<file path="config.mk">
export PLATFORM = sky130hd
export DESIGN_NAME = mem_wb_pipe_reg
export DESIGN_NICKNAME = d
export VERILOG_FILES = /design/src/rtl/pipe_pkg.sv /design/src/rtl/wb_lane_hygiene.sv /design/src/rtl/mem_wb_pipe_reg.sv
export SDC_FILE = /design/constraint.sdc
export NUM_CORES = 1
export LEC_CHECK = 0
export CAP_MARGIN = 5
export CORE_ASPECT_RATIO = 1.5
export CORE_MARGIN = 4
export CORE_UTILIZATION = 54
export DETAILED_ROUTE_END_ITERATION = 12
export PLACE_DENSITY = 0.86
export SYNTH_ARGS = -nofsm -noshare
export SYNTH_HDL_FRONTEND = slang
export SYNTH_SLANG_ARGS = --single-unit
</file>
<file path="constraint.sdc">
create_clock -name clk -period 4.78 [get_ports clk]
set_clock_uncertainty 0.05 [all_clocks]
set_input_delay 0.478 -clock clk [delete_from_list [all_inputs] [get_ports clk]]
set_output_delay 0.478 -clock clk [all_outputs]
set_load 0.01 [all_outputs]
</file>
<file path="src/rtl/pipe_pkg.sv">
// Shared defaults, state encoding and lane slicing helper for the pipeline registers.
package pipe_pkg;

   localparam int unsigned LANES_DEF  = 2;
   localparam int unsigned XLEN_DEF   = 32;
   localparam int unsigned REG_AW_DEF = 5;

   localparam int unsigned ST_W = 2;
   localparam logic [ST_W-1:0] ST_EMPTY = 2'd0;
   localparam logic [ST_W-1:0] ST_HALF  = 2'd1;
   localparam logic [ST_W-1:0] ST_FULL  = 2'd2;

   // Low bit index of a lane's field inside a flattened per-lane vector.
   function automatic int unsigned lane_lo(input int unsigned lane, input int unsigned width);
      return lane * width;
   endfunction

endpackage

</file>
<file path="src/rtl/wb_lane_hygiene.sv">
// Combinational regwrite masking: drops writes to x0 and older same-bundle writes to a shared rd.
module wb_lane_hygiene
   import pipe_pkg::*;
#(
   parameter int unsigned LANES  = LANES_DEF,
   parameter int unsigned REG_AW = REG_AW_DEF
) (
   input  logic [LANES*REG_AW-1:0] i_rd,
   input  logic [LANES-1:0]        i_regwrite,
   output logic [LANES-1:0]        o_regwrite_c
);

   always_comb begin
      o_regwrite_c = i_regwrite;
      for (int i = 0; i < int'(LANES); i++) begin
         if (i_rd[lane_lo(i, REG_AW) +: REG_AW] == '0) begin
            o_regwrite_c[i] = 1'b0;
         end
         // A younger lane writing the same rd wins.
         for (int j = i + 1; j < int'(LANES); j++) begin
            if (i_regwrite[j] && (i_rd[lane_lo(j, REG_AW) +: REG_AW] == i_rd[lane_lo(i, REG_AW) +: REG_AW])) begin
               o_regwrite_c[i] = 1'b0;
            end
         end
      end
   end

endmodule

</file>
<file path="src/rtl/mem_wb_pipe_reg.sv">
// MEM/WB pipeline register: LANES-wide bundle, valid/ready with 2-entry skid, flush, write hygiene.
// Optional MEM_WB_WBDATA_EN adds a registered writeback-data mux output (out_wbdata).
module mem_wb_pipe_reg
   import pipe_pkg::*;
#(
   parameter int unsigned LANES  = LANES_DEF,
   parameter int unsigned XLEN   = XLEN_DEF,
   parameter int unsigned REG_AW = REG_AW_DEF
) (
   input  logic                    clk,
   input  logic                    reset,
   input  logic                    flush,
   input  logic                    in_valid,
   output logic                    in_ready,
   input  logic [LANES*XLEN-1:0]   in_readdata,
   input  logic [LANES*XLEN-1:0]   in_aluresult,
   input  logic [LANES*REG_AW-1:0] in_rd,
   input  logic [LANES-1:0]        in_memtoreg,
   input  logic [LANES-1:0]        in_regwrite,
   output logic                    out_valid,
   input  logic                    out_ready,
   output logic [LANES*XLEN-1:0]   out_readdata,
   output logic [LANES*XLEN-1:0]   out_aluresult,
   output logic [LANES*REG_AW-1:0] out_rd,
   output logic [LANES-1:0]        out_memtoreg,
`ifdef MEM_WB_WBDATA_EN
   output logic [LANES*XLEN-1:0]   out_wbdata,
`endif
   output logic [LANES-1:0]        out_regwrite
);

   localparam int unsigned DW = LANES * XLEN;
   localparam int unsigned RW = LANES * REG_AW;

   logic [ST_W-1:0] r_state;
   logic [ST_W-1:0] w_state_nxt;
   logic            r_in_ready;
   logic            r_out_valid;
   logic            w_in_ready_nxt;
   logic            w_out_valid_nxt;
   logic            w_accept;
   logic            w_drain;
   logic            w_load_main;
   logic            w_main_from_skid;
   logic            w_load_skid;

   logic [DW-1:0]    r_readdata, r_aluresult;
   logic [RW-1:0]    r_rd;
   logic [LANES-1:0] r_memtoreg, r_regwrite;
   logic [DW-1:0]    r_sk_readdata, r_sk_aluresult;
   logic [RW-1:0]    r_sk_rd;
   logic [LANES-1:0] r_sk_memtoreg, r_sk_regwrite;
   logic [LANES-1:0] w_regwrite_clean;

   assign w_accept = in_valid & r_in_ready;
   assign w_drain  = r_out_valid & out_ready;

   wb_lane_hygiene #(
      .LANES  (LANES),
      .REG_AW (REG_AW)
   ) u_hygiene (
      .i_rd         (in_rd),
      .i_regwrite   (in_regwrite),
      .o_regwrite_c (w_regwrite_clean)
   );

   // Next-state and load-control decode; flush overrides everything below reset.
   always_comb begin
      w_state_nxt      = r_state;
      w_load_main      = 1'b0;
      w_main_from_skid = 1'b0;
      w_load_skid      = 1'b0;
      case (r_state)
         ST_EMPTY: begin
            if (w_accept) begin
               w_state_nxt = ST_HALF;
               w_load_main = 1'b1;
            end
         end
         ST_HALF: begin
            if (w_accept && w_drain) begin
               w_load_main = 1'b1;
            end else if (w_accept) begin
               w_state_nxt = ST_FULL;
               w_load_skid = 1'b1;
            end else if (w_drain) begin
               w_state_nxt = ST_EMPTY;
            end
         end
         ST_FULL: begin
            if (w_drain) begin
               w_state_nxt      = ST_HALF;
               w_load_main      = 1'b1;
               w_main_from_skid = 1'b1;
            end
         end
         default: w_state_nxt = ST_EMPTY;
      endcase
      if (flush) begin
         w_state_nxt = ST_EMPTY;
         w_load_main = 1'b0;
         w_load_skid = 1'b0;
      end
      w_in_ready_nxt  = (w_state_nxt != ST_FULL);
      w_out_valid_nxt = (w_state_nxt != ST_EMPTY);
   end

   always_ff @(posedge clk or negedge reset) begin
      if (!reset) begin
         r_state     <= ST_EMPTY;
         r_in_ready  <= 1'b1;
         r_out_valid <= 1'b0;
      end else begin
         r_state     <= w_state_nxt;
         r_in_ready  <= w_in_ready_nxt;
         r_out_valid <= w_out_valid_nxt;
      end
   end

   logic [DW-1:0]    w_m_readdata, w_m_aluresult;
   logic [RW-1:0]    w_m_rd;
   logic [LANES-1:0] w_m_memtoreg, w_m_regwrite;

   assign w_m_readdata  = w_main_from_skid ? r_sk_readdata  : in_readdata;
   assign w_m_aluresult = w_main_from_skid ? r_sk_aluresult : in_aluresult;
   assign w_m_rd        = w_main_from_skid ? r_sk_rd        : in_rd;
   assign w_m_memtoreg  = w_main_from_skid ? r_sk_memtoreg  : in_memtoreg;
   assign w_m_regwrite  = w_main_from_skid ? r_sk_regwrite  : w_regwrite_clean;

   always_ff @(posedge clk or negedge reset) begin
      if (!reset) begin
         r_readdata     <= '0;
         r_aluresult    <= '0;
         r_rd           <= '0;
         r_memtoreg     <= '0;
         r_regwrite     <= '0;
         r_sk_readdata  <= '0;
         r_sk_aluresult <= '0;
         r_sk_rd        <= '0;
         r_sk_memtoreg  <= '0;
         r_sk_regwrite  <= '0;
      end else begin
         if (w_load_main) begin
            r_readdata  <= w_m_readdata;
            r_aluresult <= w_m_aluresult;
            r_rd        <= w_m_rd;
            r_memtoreg  <= w_m_memtoreg;
            r_regwrite  <= w_m_regwrite;
         end
         if (w_load_skid) begin
            r_sk_readdata  <= in_readdata;
            r_sk_aluresult <= in_aluresult;
            r_sk_rd        <= in_rd;
            r_sk_memtoreg  <= in_memtoreg;
            r_sk_regwrite  <= w_regwrite_clean;
         end
      end
   end

`ifdef MEM_WB_WBDATA_EN
   logic [DW-1:0] r_wbdata;
   logic [DW-1:0] w_m_wbdata;

   // Writeback mux evaluated on whatever is about to enter the main register.
   for (genvar g = 0; g < int'(LANES); g++) begin : g_wb
      assign w_m_wbdata[g*XLEN +: XLEN] = w_m_memtoreg[g] ? w_m_readdata[g*XLEN +: XLEN]
                                                          : w_m_aluresult[g*XLEN +: XLEN];
   end

   always_ff @(posedge clk or negedge reset) begin
      if (!reset) begin
         r_wbdata <= '0;
      end else if (w_load_main) begin
         r_wbdata <= w_m_wbdata;
      end
   end

   assign out_wbdata = r_wbdata;
`endif

   assign in_ready      = r_in_ready;
   assign out_valid     = r_out_valid;
   assign out_readdata  = r_readdata;
   assign out_aluresult = r_aluresult;
   assign out_rd        = r_rd;
   assign out_memtoreg  = r_memtoreg;
   assign out_regwrite  = r_regwrite;

endmodule

</file>
==> results of run 1 <==
-- layout make-up --
type	instances	area (um^2)	share of cell area, %
well taps	272	340	2.15
repair buffers	301	3040	19.2
inverters	2	7.51	0.0475
multi-input cells	743	4320	27.4
flip-flops and latches	288	7210	45.6
clock buffers	40	805	5.09
clock inverters	7	62.6	0.396
diodes	3	7.51	0.0475
-- logic make-up after synthesis --
logic type	Yosys count	share of synthesized area (%)
AO/OA/AOI/OAI	151	7.85
buffers and inverters	81	3.99
AND/OR/NAND/NOR	445	14.4
flip-flops	288	60.1
multiplexers	142	13.3
XOR/XNOR	5	0.365
-- path summary, 6_finish.rpt --
check,to,start
min reg2reg,r_sk_aluresult[48],r_sk_aluresult[48]
max reg2reg,out_memtoreg[0],r_state[1]
max in group asynchronous,out_aluresult[35],reset
min in group clk,r_sk_aluresult[48],r_sk_aluresult[48]
max,out_memtoreg[0],r_state[1]
min,out_readdata[48],reset
-- cell usage in the layout (no fill, tap or decap), types with 5 or more instances in the layout --
master             n
a21oi_1            5
a31oi_1          142
buf_4              7
clkbuf_1           5
clkbuf_16         27
clkbuf_8           8
clkdlybuf4s50_1  289
clkinv_2           5
dfrtp_1          287
mux2_1            79
mux2_2            62
nand2_1          285
nor2_1           149
-- metal layers --
layer  wire length [um]  track usage [%]  up-vias
met4               1590             11.7        0
met3               1810             4.29       86
met1              11400             29.4     4566
met5                  0                0        -
met2              15800             42.2      296
li1                   -                -     4255
-- report_power, final --
part           total [mW]  switching, mW  internal, mW  leakage, nW
Combinational        2.03          0.846          1.18         2.97
Sequential           3.74          0.462          3.28         3.32
Clock                2.09          0.883          1.21        0.430
-- per-stage QoR --
step,std cells,util (%),area (um^2)
global placement,1606,68.4,14900
CTS,1653,72.4,15800
finish,1656,72.5,15800
global route,1655,72.4,15800
floorplan,1112,-,12000
detailed placement,1606,68.4,14900
-- state kept, by name, indices dropped and copies added, names as in the netlist --
name	count
out_memtoreg	2
r_state	2
out_regwrite	2
out_readdata	64
r_sk_memtoreg	2
r_sk_regwrite	2
out_rd	10
in_ready	1
out_valid	1
r_sk_readdata	64
r_sk_aluresult	64
out_aluresult	64
r_sk_rd	10
==> metrics.cfg, run 1 <==
[cells_and_area]
layout-drive-gt1-share_pct=8.76
fill_cells=1529
area_delta_synth_final_pct=31.7
nets=1509

[placement]
pre_cts_slack_ns=1.73
dpl.hpwl_um=20000
place_congestion=0.786
numPortBuffers=290

[worst_hold_path]
min_path_type=input pin to async pin

[drt]
drt_first_iter_violations=530
finalWirelength_um=30600
drc=0
wire_per_inst_um=18.5
dr_total_vias=9203
vias_per_cell=5.56
dr.pass1.iters=4
ant_nets=0

[logic_synthesis]
synthArstFlopShare_pct=100
synthFlopType=dfrtp_1
syn_inst=1112
ys_seq_elements=288
ys_seq_area_share_pct=60.1
netlist.area_leader.share_pct=59.9
synthTopCellsByCount=dfrtp_1, nand2_1, nor2_1, a31oi_1, mux2_1
synth.area.top_cells=dfrtp_1, nand2_1, mux2_1, a31oi_1, mux2_2
synth_nets=1259
yosysMostFrequentCell=dfrtp_1
synth_warnings=0
synth_edf_count=0
avgSynthCellArea_um2=10.8
synthesis.area_mm2=0.0120
synth.distinct_cells=28
synth.largest_area_cell=dfrtp_1

[clocking]
cts_made_buffers=26
clock_sinks=288
post_cts_buffers=0
clockBufferDepth=3
clock_latency_ns=0.52
tritoncts=yes
cts.htree.levels=1
cts_resized=0
holdBufCountCts=0
path_clk_slew_ns=0.07
clock-root-buffer=clkbuf_16

[outcome]
status=finished, violations left
failed_checks=hold timing

[timing]
fin_crit_sh_pct=54.7
setup_ws_ns=2.17
hold-worst-slack_ns=-0.0440
worst-slew-pin-transition_ns=1.01
fin_crit_ns=2.61
slew_viol_final=0
fin_setup_tns_ns=0
max_clock_freq_mhz=383
hold_viol=33
slew-limit-headroom_pct=32.8
finalSetupViolCount=0
grt_setup_unrepaired=no

[die]
die_area_mm2=0.0247
std_cell_rows=66
core_mm2=0.0218
die_w_um=130
ios=291
die_h_um=191
initial_utilization_pct=55.0

[setup_path]
cpMostUsedCell=buf_4
crit_path_start_kind=flop
critical_path_arrival_ns=3.00
worstPathCellList=nand4b_4, buf_4, buf_4, nand2_1, a31oi_1
crit_slowest_cell=buf_4
cp.required_ns=5.17
setup.worst_path.end_class=flop
cp.depth=5
ff2ff_path_depth=5
critical_path_buf_inv_count=2
slowest_delay_ns=0.72
crit_family=buffers and inverters
crit_type=flop to flop
worst-r2r-setup-slack_ns=2.17
cp_max_fo=75

[grt]
antenna_found_initial=2
grt_start_max_net_pins=161
grt_pass1_vias=9512
gr-total-overflow=0
grt_pass1_wl_um=48700
grt_util_all_layers_pct=24.4

[power_and_ir_drop]
irDropWorstVdd_mv=0.432
leakage_nw=6.72
fin_total_pwr_mw=7.86
p_per_area_mw_per_mm2=498

[job]
max_cap_viol_count=0

Note: power is estimated with default switching activity, not from simulation.
==> inputs of run 2 (changes only) <==
- CORE_UTILIZATION: 54 -> 45
- PLACE_DENSITY: 0.86 -> 0.77
- clock period: 4.78 -> 2.2 ns (I/O delays scaled with it)
==> run 2 against run 1 <==
  * The run now ends clean
  * Die area up 19%
  * Setup slack worse by 2.0 ns
  * Final cell count up 6.0%
  * Design area up 4.2%
  * Core utilization down 9.2 points
==> metrics.cfg, run 2 (synthesized netlist as in run 1, its figures left out) <==
[outcome]
status=finished, final reports clean

[setup_path]
cp_max_fo=33  ; -56%
r2r-end=out_aluresult[24]
crit_type=flop to flop
worst-r2r-setup-slack_ns=0.15  ; -2.02 ns
ff2ff_path_depth=7  ; +2
cp.required_ns=2.59  ; -2.58 ns
crit_path_start_kind=flop
critical_path_arrival_ns=2.44  ; -0.56 ns
setup.worst_path.end_class=flop
rr_startpoint=in_ready

[clocking]
path_clk_slew_ns=0.07  ; about the same
clock_sinks=288  ; unchanged
post_cts_buffers=0  ; unchanged
cts_made_buffers=28  ; +7.7%
clock_latency_ns=0.53  ; about the same
clock-root-buffer=clkbuf_16
tritoncts=yes
clockBufferDepth=3  ; unchanged
cts.htree.levels=1  ; unchanged

[timing]
max_clock_freq_mhz=488  ; +27%
fin_setup_tns_ns=0  ; unchanged
finalSetupViolCount=0  ; unchanged
hold_viol=0  ; -100%
fin_crit_ns=2.05  ; -0.563 ns
slew_viol_final=0  ; unchanged
grt_setup_unrepaired=no
hold-worst-slack_ns=0.146  ; +0.190 ns
slew-limit-headroom_pct=55.0  ; +22 points
fin_crit_sh_pct=93.2  ; +39 points
worst-slew-pin-transition_ns=0.675  ; -0.334 ns

[cells_and_area]
nets=1547  ; +2.5%
finalInstanceArea_mm2=0.0165  ; +4.2%
layout_common_cells=clkdlybuf4s50_1, dfrtp_1, nand2_1
layout_commonest_cell=clkdlybuf4s50_1
area_delta_synth_final_pct=37.2
layout-drive-gt1-share_pct=11.0  ; +2.2 points
utilization_pct=63.2  ; -9.2 points
fill_cells=2031  ; +33%

[drt]
vias_per_cell=5.28  ; -4.9%
drt_first_iter_violations=405  ; -24%
ant_nets=0  ; unchanged
wire_per_inst_um=17.8  ; -3.7%
dr_total_vias=9276  ; +0.79%
dr.pass1.iters=5  ; +1
drc=0  ; unchanged
finalWirelength_um=31200  ; +2.1%

[placement]
numPortBuffers=290  ; unchanged
dpl-instance-area_mm2=0.0155  ; +3.9%
dpl.hpwl_um=21500  ; +7.5%
place_congestion=0.833  ; +5.9%

[power_and_ir_drop]
irDropWorstVdd_mv=0.653  ; +51%
fin_total_pwr_mw=17.5  ; +120%
seq_power_share_pct=46.6  ; -1.0 points
switchingPower_mw=4.83  ; +120%
internal_power_mw=12.7  ; +120%
clockPowerShare_pct=27.5  ; +0.9 points
p_per_area_mw_per_mm2=1060  ; +110%
pwr-share-comb_pct=25.9  ; about the same
leakage_nw=7.00  ; +4.2%
swShare_pct=27.6  ; -0.27 points

[die]
core_mm2=0.0260  ; +19%
die_h_um=208  ; +9.1%
initial_utilization_pct=46.1  ; -8.9 points
ios=291  ; unchanged
die_area_mm2=0.0294  ; +19%
std_cell_rows=72  ; +9.1%
die_w_um=141  ; +9.0%

[worst_hold_path]
min_path_type=input pin to async pin

[grt]
grt_start_max_net_pins=142  ; -12%
grt_util_all_layers_pct=20.8  ; -3.6 points
grt_pass1_wl_um=50100  ; +2.9%
grt_pass1_vias=9571  ; +0.62%
gr-total-overflow=0  ; unchanged
antenna_found_initial=1  ; -1

[job]
max_cap_viol_count=0  ; unchanged

## run 2: changes by cell type in the layout (fill, tap and decap cells not counted), moves of 2 or more
cell / delta
buf_12: +20
buf_4: +15
clkbuf_1: +5
clkbuf_16: +2
clkbuf_8: -2
clkinv_2: -2
diode_2: -2
## run 2: worst max path at each step
stage | start | endpoint | slack [ns]
2_1_floorplan | in_ready | r_sk_readdata[54] | 0.29
3_3_place_gp | in_valid | out_aluresult[41] | 0.04
3_5_place_dp | in_valid | out_aluresult[24] | -0.04
4_1_cts | in_ready | out_aluresult[24] | 0.13
5_1_grt | in_ready | out_readdata[20] | 0.02
6_report | in_ready | out_aluresult[24] | 0.15
## run 2: routing by layer
layer	wire length, um	track usage [%]	vias to the layer above
met5	0	0	-
met2	16500	36.8	263
li1	-	-	4342
met4	939	6.95	0
met1	12000	25.5	4620
met3	1810	3.91	51
## run 2: timing repair
item,CTS,global route
resized for setup,0,0
hold buffers,1,0
hold endpoints to repair,180,0
## run 2: critical path, cell delays in order (launching register included)
cell	delay, ns
dfstp_2	0.54
nand2_1	0.15
o31ai_1	0.34
o21ba_4	0.24
buf_12	0.20
buf_12	0.20
nor2_1	0.07
a31oi_1	0.15
## run 2: through the flow
step	instances	worst slack [ns]
after floorplan	1112	0.291
after global placement	1702	0.0447
after detailed placement	1702	-0.0397
after CTS	1755	0.129
after global routing	1756	0.0246
final	1756	0.149
## run 2: power groups by stage
stage	registers [mW]	clock network, mW	logic, mW
2_1_floorplan	8.29	0	1.84
3_5_place_dp	8.20	0	4.58
3_3_place_gp	8.10	0	4.43
6_report	8.15	4.82	4.53
5_1_grt	8.36	5.17	4.91
4_1_cts	8.14	4.92	4.60
## run 2: cell type report
type	count	area, um^2	share of cell area, %
diodes	1	2.50	0.0152
repair buffers	337	3560	21.7
well taps	333	417	2.53
multi-input cells	743	4320	26.3
clock buffers	45	846	5.14
clock inverters	7	90.1	0.547
inverters	2	7.51	0.0456
flip-flops and latches	288	7210	43.8
==> inputs of run 3 (changes only) <==
- CAP_MARGIN: 5 -> not set
==> results of run 3 <==
Final layout, timing and power as in run 2 (identical DEF).
